==> config.mk <==
export PLATFORM = sky130hd
export DESIGN_NAME = shift_add_mul_ctrl_flat
export DESIGN_NICKNAME = d
export VERILOG_FILES = /design/src/rtl/shift_add_mul_ctrl_pkg.sv /design/src/rtl/shift_add_mul_ctrl_if.sv /design/src/rtl/shift_add_mul_ctrl_rca.sv /design/src/rtl/shift_add_mul_ctrl.sv /design/src/flat_wrapper.sv
export SDC_FILE = /design/constraint.sdc
export NUM_CORES = 1
export LEC_CHECK = 0
export ABC_AREA = 1
export BUFFER_PORTS_ARGS = -buffer_cell sky130_fd_sc_hd__buf_2
export CELL_PAD_IN_SITES_DETAIL_PLACEMENT = 1
export CELL_PAD_IN_SITES_GLOBAL_PLACEMENT = 2
export CORE_AREA = 2 2 107 109
export CTS_BUF_LIST = sky130_fd_sc_hd__clkbuf_8
export DETAILED_ROUTE_END_ITERATION = 10
export DIE_AREA = 0 0 109 111
export HOLD_SLACK_MARGIN = 0.06
export PLACE_DENSITY = 0.92
export REMOVE_ABC_BUFFERS = 1
export SETUP_SLACK_MARGIN = 0.05
export SLEW_MARGIN = 10
export SYNTH_ARGS = -nofsm -noshare
export SYNTH_HDL_FRONTEND = slang
export SYNTH_SLANG_ARGS = --single-unit
==> constraint.sdc <==
create_clock -name clk -period 21 [get_ports clk]
set_input_delay 2.1 -clock clk [delete_from_list [all_inputs] [get_ports clk]]
set_output_delay 2.1 -clock clk [all_outputs]
set_load 0.02 [all_outputs]
==> src/rtl/shift_add_mul_ctrl_pkg.sv <==
// Shared constants and FSM encoding for the shift-and-add multiplier.
// Imported by the interface, the adder and the control module.
package shift_add_mul_ctrl_pkg;

    localparam int MUL_WIDTH = 16;
    localparam int MUL_CNT_W = 5;

    typedef enum logic [1:0] {
        ST_IDLE = 2'd0,
        ST_RUN  = 2'd1,
        ST_DONE = 2'd2,
        ST_BAD  = 2'd3
    } state_e;

endpackage

==> src/rtl/shift_add_mul_ctrl_if.sv <==
// Request/result bundle between the CPU and the multi-cycle MUL unit.
// The master side issues operands; the slave side returns the product.
interface shift_add_mul_ctrl_if;
    import shift_add_mul_ctrl_pkg::*;

    logic                     start;
    logic [MUL_WIDTH-1:0]     a;
    logic [MUL_WIDTH-1:0]     b;
    logic                     busy;
    logic                     done;
    logic [2*MUL_WIDTH-1:0]   product;

    modport master (
        output start, a, b,
        input  busy, done, product
    );

    modport slave (
        input  start, a, b,
        output busy, done, product
    );

endinterface

==> src/rtl/shift_add_mul_ctrl_rca.sv <==
// 16-bit ripple-carry adder shared with the multiplier datapath.
// Carry ripples bit by bit; no lookahead.
module shift_add_mul_ctrl_rca
    import shift_add_mul_ctrl_pkg::*;
(
    input  logic [MUL_WIDTH-1:0] a,
    input  logic [MUL_WIDTH-1:0] b,
    input  logic                 cin,
    output logic [MUL_WIDTH-1:0] sum,
    output logic                 cout
);

    logic [MUL_WIDTH:0] c;

    always_comb begin
        c    = '0;
        sum  = '0;
        c[0] = cin;
        for (int i = 0; i < MUL_WIDTH; i++) begin
            sum[i]   = a[i] ^ b[i] ^ c[i];
            c[i+1]   = (a[i] & b[i]) | (c[i] & (a[i] ^ b[i]));
        end
        cout = c[MUL_WIDTH];
    end

endmodule

==> src/rtl/shift_add_mul_ctrl.sv <==
// Multi-cycle unsigned 16x16->32 MUL unit: one shift-and-add step per clock
// through a single shared ripple-carry adder.
module shift_add_mul_ctrl
    import shift_add_mul_ctrl_pkg::*;
#(
    parameter int WIDTH = MUL_WIDTH,
    parameter int CNT_W = MUL_CNT_W
) (
    input  logic                clk,
    input  logic                rst,
    shift_add_mul_ctrl_if.slave bus
);

    state_e state, nxt;

    logic [WIDTH-1:0]   m, p, q;
    logic [CNT_W-1:0]   count;
    logic [2*WIDTH-1:0] prod_q;

    logic [WIDTH-1:0] opb, sum;
    logic             cout;
    logic             accept, run, last;

    assign accept = (state == ST_IDLE) && bus.start;
    assign run    = (state == ST_RUN);
    assign last   = run && (count == CNT_W'(WIDTH - 1));

    // Partial product is only added when the current multiplier bit is set
    assign opb = q[0] ? m : '0;

    shift_add_mul_ctrl_rca u_rca (
        .a    (p),
        .b    (opb),
        .cin  (1'b0),
        .sum  (sum),
        .cout (cout)
    );

    always_ff @(posedge clk or posedge rst) begin
        if (rst) state <= ST_IDLE;
        else     state <= nxt;
    end

    always_comb begin
        nxt = state;
        unique case (state)
            ST_IDLE: if (bus.start) nxt = ST_RUN;
            ST_RUN:  if (last)      nxt = ST_DONE;
            ST_DONE:                nxt = ST_IDLE;
            default:                nxt = ST_IDLE;
        endcase
    end

    always_ff @(posedge clk or posedge rst) begin
        if (rst) begin
            m      <= '0;
            p      <= '0;
            q      <= '0;
            count  <= '0;
            prod_q <= '0;
        end else begin
            unique case (1'b1)
                accept: begin
                    m     <= bus.a;
                    p     <= '0;
                    q     <= bus.b;
                    count <= '0;
                end
                run: begin
                    // Carry-out lands in p's MSB so nothing is lost on the shift
                    {p, q} <= {cout, sum, q[WIDTH-1:1]};
                    count  <= count + 1'b1;
                    if (last) prod_q <= {cout, sum, q[WIDTH-1:1]};
                end
                default: ;
            endcase
        end
    end

    assign bus.busy    = (state == ST_RUN) || (state == ST_DONE);
    assign bus.done    = (state == ST_DONE);
    assign bus.product = prod_q;

endmodule

==> src/flat_wrapper.sv <==
// flat-port wrapper written by rule: the top's interface ports become plain ports
module shift_add_mul_ctrl_flat import shift_add_mul_ctrl_pkg::*;
#(
    parameter int WIDTH = MUL_WIDTH,
    parameter int CNT_W = MUL_CNT_W
)
  (clk, rst, bus_start, bus_a, bus_b, bus_busy, bus_done, bus_product);
  shift_add_mul_ctrl_if bus_i ();
  input  logic clk;
  input  logic rst;
  input wire logic [$bits(bus_i.start)-1:0] bus_start;
  input wire logic [$bits(bus_i.a)-1:0] bus_a;
  input wire logic [$bits(bus_i.b)-1:0] bus_b;
  output wire logic [$bits(bus_i.busy)-1:0] bus_busy;
  output wire logic [$bits(bus_i.done)-1:0] bus_done;
  output wire logic [$bits(bus_i.product)-1:0] bus_product;
  assign bus_i.start = bus_start;
  assign bus_i.a = bus_a;
  assign bus_i.b = bus_b;
  assign bus_busy = bus_i.busy;
  assign bus_done = bus_i.done;
  assign bus_product = bus_i.product;
  shift_add_mul_ctrl #(.WIDTH(WIDTH), .CNT_W(CNT_W)) u_core (.clk(clk), .rst(rst), .bus(bus_i));
endmodule
==> results.md <==
Setup path:
- The worst setup path is launched from a flop.
- Among the stages of the critical path, the cell type that occurs most often is fa_1.
- The critical path's top delay family is adder cells.
- The kind of critical path is reg2reg.
- The signal on the critical path passes through nand2_1, inv_1, ha_1, inv_1, fa_1, fa_1, fa_1, fa_1, fa_1, fa_1, fa_1, fa_1, fa_1, fa_1, fa_1, fa_1, fa_1, fa_1, fa_1, o22ai_1.
- Data on the critical path is required at its endpoint by 21.23 ns.
- The type of destination of the critical path is a flop.
- The destination of the worst register-to-register timing path is u_core.p[14].
- The worst stage delay on the critical path is 0.69 ns.
- Of all nets on the critical path, the largest fanout is 17.
- For the worst flop-to-flop path, the logic depth is 20.
- The cell with the largest stage delay on the worst path is dfrtp_1.
- The data arrival at the endpoint of the critical path is 8.04 ns.
- In this run the critical register-to-register path is launched from u_core.q[0].
- The worst reg-to-reg setup slack is 13.18 ns.
- The number of buffers and inverters on the critical path is 2.
- Counting buffers and inverters, the worst setup path is 20 cells deep.

Synthesis:
- In this run, synthesis inferred 0 flip-flops with an integrated enable.
- The xor and xnor area share after synthesis is 0.
- The dominant register cell in the synthesized netlist is dfrtp_1.
- Ranked by total cell area, the synthesized netlist is headed by dfrtp_1 (54%), nand2_1 (15%), fa_1 (7.4%), inv_1 (4.0%), o21ai_1 (3.1%).
- The post-synthesis average cell area is 9.37 um2.
- The register bit total from synthesis is 87.
- Of the post-synthesis cell area, the part taken by muxes is 0.
- The share of the Yosys chip area taken by registers is 0.539.
- The number of library cell types mapped by synthesis is 20.
- The main combinational cell family by area after synthesis is simple AND/OR/NAND/NOR gates.
- The area fraction in and, or, nand and nor cells after synthesis is 0.189.
- In this run the cell area of the synthesized design comes to 0.00404 mm2.
- The commonest cells after synthesis are nand2_1 (159), dfrtp_1 (87), inv_1 (43), o21ai_1 (25), o21ai_0 (24).
- The biggest area contributor in the post-synthesis netlist is dfrtp_1.
- nand2_1 is the most common cell in the netlist.
- Yosys printed 0 warnings.
- The cell count after synthesis is 431.
- The post-synthesis share of cell area spent on full adders, half adders and majority gates is 0.0960.
- The fraction of synthesized cell area taken by the top area cell type is 0.539.
- The compound-cell area share of the yosys netlist is 0.0867.
- Counting flops with an async set or reset pin after synthesis yields a share of 1.00.

Route:
- Dividing the detail-routed via count by the number of cells gives 4.73.
- In this run, the number of DRC markers left after iteration 0 of detailed routing was 127.
- Across all layers, the routed design uses 3,014 vias.
- After detailed routing, the number of remaining DRC violations is 0.
- Before antenna repair, the detailed router went through 4 iterations.
- Dividing the detail-routed wire length by the instance count gives 13.9 um.
- The routed metal-1 wire length is 4.01 mm.
- The routed length on met2 is 4.42 mm.
- After detailed routing, the met3 layer carries 309 um of wire.
- The number of nets still failing antenna checks after routing is 0.
- The final routed wirelength across all metal layers is 8.86 mm.
- The highest layer touched by signal routing is met4.

GRT:
- For this run the aggregate overflow at the end of global routing stands at 0.
- The initial antenna violation count is 0.
- In the global route stage, overall resource usage came out at 0.161.
- Entering global routing, the biggest net connects 88 pins.
- The number of global-route vias before repair is 3,245.
- The first global-routing pass estimated 15.4 mm of wire.

Final layout:
- The count of antenna diodes in the layout is 0.
- At the end of the flow, the number of nets in the layout was 546.
- From synthesis to final layout, the design area changed by 14.8%.
- The fraction of final layout cells sized beyond drive strength 1 is 0.186.
- After the flow finishes, the layout carries non-filler instances totaling 637.

STA:
- For the pin with the worst max-slew slack, the measured transition is 0.817 ns.
- The achievable frequency is 128 MHz.
- The final count of negative-setup-slack endpoints is 0.
- The number of failing hold endpoints at the final stage is 0.
- The final worst-path cycle share is 0.372.
- Setup repair after global routing left no endpoint under its margin.
- The number of max-slew violations in the final report is 0.
- The final period demand of the worst path is 7.82 ns.
- The worst slew slack as a fraction of its limit is 0.456.
- For the final routed database, the setup TNS stands at 0 ns.
- Between clock sinks in the finished design, the worst skew comes to 0.0142 ns.

Power:
- IR analysis of the VDD net gives a maximum drop of 61.9 uV.
- For this design the ratio of total power to cell area is 134 mW/mm2.
- Overall power consumption after layout is estimated at 623 uW.
- The leakage power total is 0.00236 uW.

Clocking:
- The total clock buffers created by CTS is 9.
- Gates resized during post-CTS repair numbered 0.
- TritonCTS built the clock tree.
- The hold buffer count at cts is 0.
- Counting along the longest clock path gives a buffer depth of 2.
- CTS saw 87 sinks.
- After clock tree synthesis, the clock-pin slew on the worst setup and hold paths is 0.10 ns.
- The number of buffers inserted to repair setup after CTS is 0.
- The clock insertion delay at the later pin of the skew report is 0.35 ns.
- The clock tree synthesis step divided the H-tree into 3 levels.
- The tree is rooted in a clkbuf_8.

Floorplanning:
- In this run the horizontal extent of the chip is 109 um.
- The full die area is 0.0121 mm2.
- The initial utilization of the core area, before any placement, comes to 0.365.
- The vertical die dimension is 111 um.
- After floorplanning, the core was divided into 39 placement rows.
- The number of ports placed on the die boundary is 69.
- The core outline area is 0.0111 mm2.

Place:
- The final RePlAce weighted congestion is 0.761.
- Port buffering added 68 buffers.
- The cell count after placement is 620.
- Once detailed placement completed, the half-perimeter wirelength came to 5.71 mm.

Outcome:
- The flow ran to the end, and the final reports show no timing, DRC or antenna violations.

Flow run:
- Across the run, the number of max-cap violations was 0.

Min path:
- The startpoint of the tightest hold check path is u_core.m[10].
- The number of stages on the worst hold path is 2.
- The worst hold path endpoint is u_core.m[10].
- The min-delay analysis places its worst path in the category reg2reg.
-- layer usage --
metal / GRT usage / up-vias
met2: 0.266 / 55
met1: 0.212 / 1480
met5: 0 / -
li1: - / 1470
met4: 0.0607 / 0
met3: 0.0265 / 9
-- registers in the layout, summed over array words and instances, names as in the netlist --
name                cells
u_core.q               16
u_core.bus.product     32
u_core.count            5
u_core.m               16
u_core.state            2
u_core.p               16
-- layout make-up --
class	instances	area, um2
clock inverter	6	90.1
clock buffer	10	138
fill	1331	6440
tap	143	179
inverter	45	183
multi-input combinational	276	1500
timing repair buffer	70	368
sequential	87	2180
-- worst register-to-register path, stage by stage, from the launching register on --
cell and delay, ns:
dfrtp_1 0.69, nand2_1 0.10, inv_1 0.08, ha_1 0.14, inv_1 0.05, fa_1 0.43, fa_1 0.43, fa_1 0.42
fa_1 0.42, fa_1 0.43, fa_1 0.44, fa_1 0.43, fa_1 0.44, fa_1 0.43, fa_1 0.43, fa_1 0.43
fa_1 0.43, fa_1 0.43, fa_1 0.44, fa_1 0.54, o22ai_1 0.08
-- through the flow --
| step | hold slack [ns] | area [um2] | util | setup WS (ns) |
|---|---|---|---|---|
| 6_report | 0.477 | 4640 | 0.419 | 13.18 |
| 5_1_grt | 0.502 | 4640 | 0.419 | 12.81 |
| 4_1_cts | 0.481 | 4620 | 0.417 | 13.10 |
| 3_5_place_dp | 0.460 | 4390 | 0.396 | 13.12 |
| 3_3_place_gp | 0.459 | 4390 | 0.396 | 13.29 |
| 2_1_floorplan | 0.442 | 3860 | - | 13.57 |
-- power breakdown --
part	total [uW]	switching (uW)	internal, uW	leakage (uW)
logic	235	157	78.8	0.00110
clock network	135	64.2	71.0	0.000113
registers	252	30.1	222	0.00115
total	623	251	372	0.00236
-- worst max path at each step --
stage                        endpoint         from  slack [ns]
6_report                 u_core.p[14]  u_core.q[0]       13.18
3_3_place_gp   u_core.bus.product[30]  u_core.q[0]       13.29
3_5_place_dp   u_core.bus.product[30]  u_core.q[0]       13.12
5_1_grt        u_core.bus.product[30]  u_core.q[0]       12.81
4_1_cts                  u_core.p[14]  u_core.q[0]       13.10
2_1_floorplan            u_core.p[14]  u_core.q[0]       13.57
-- kinds of logic (layout without fill, tap and decap cells) --
| logic type | count (synthesis) | in the layout |
|---|---|---|
| AOI/OAI and AO/OA | 66 | 66 |
| and+or+nand+nor | 188 | 188 |
| DFF | 87 | 87 |
| buffers and inverters | 68 | 131 |
| adders and majority gates | 22 | 22 |
-- cell usage in the layout (no fill, tap or decap), types with 2 or more instances in the layout --
cell type / n
buf_2: 68
bufinv_16: 2
clkbuf_8: 10
clkinv_2: 2
dfrtp_1: 87
fa_1: 15
ha_1: 7
inv_1: 42
inv_6: 3
nand2_1: 159
nand3_1: 23
nor2_1: 2
o21ai_0: 24
o21ai_1: 25
o22ai_1: 16
No activity file was read; power rests on OpenSTA's default activity.
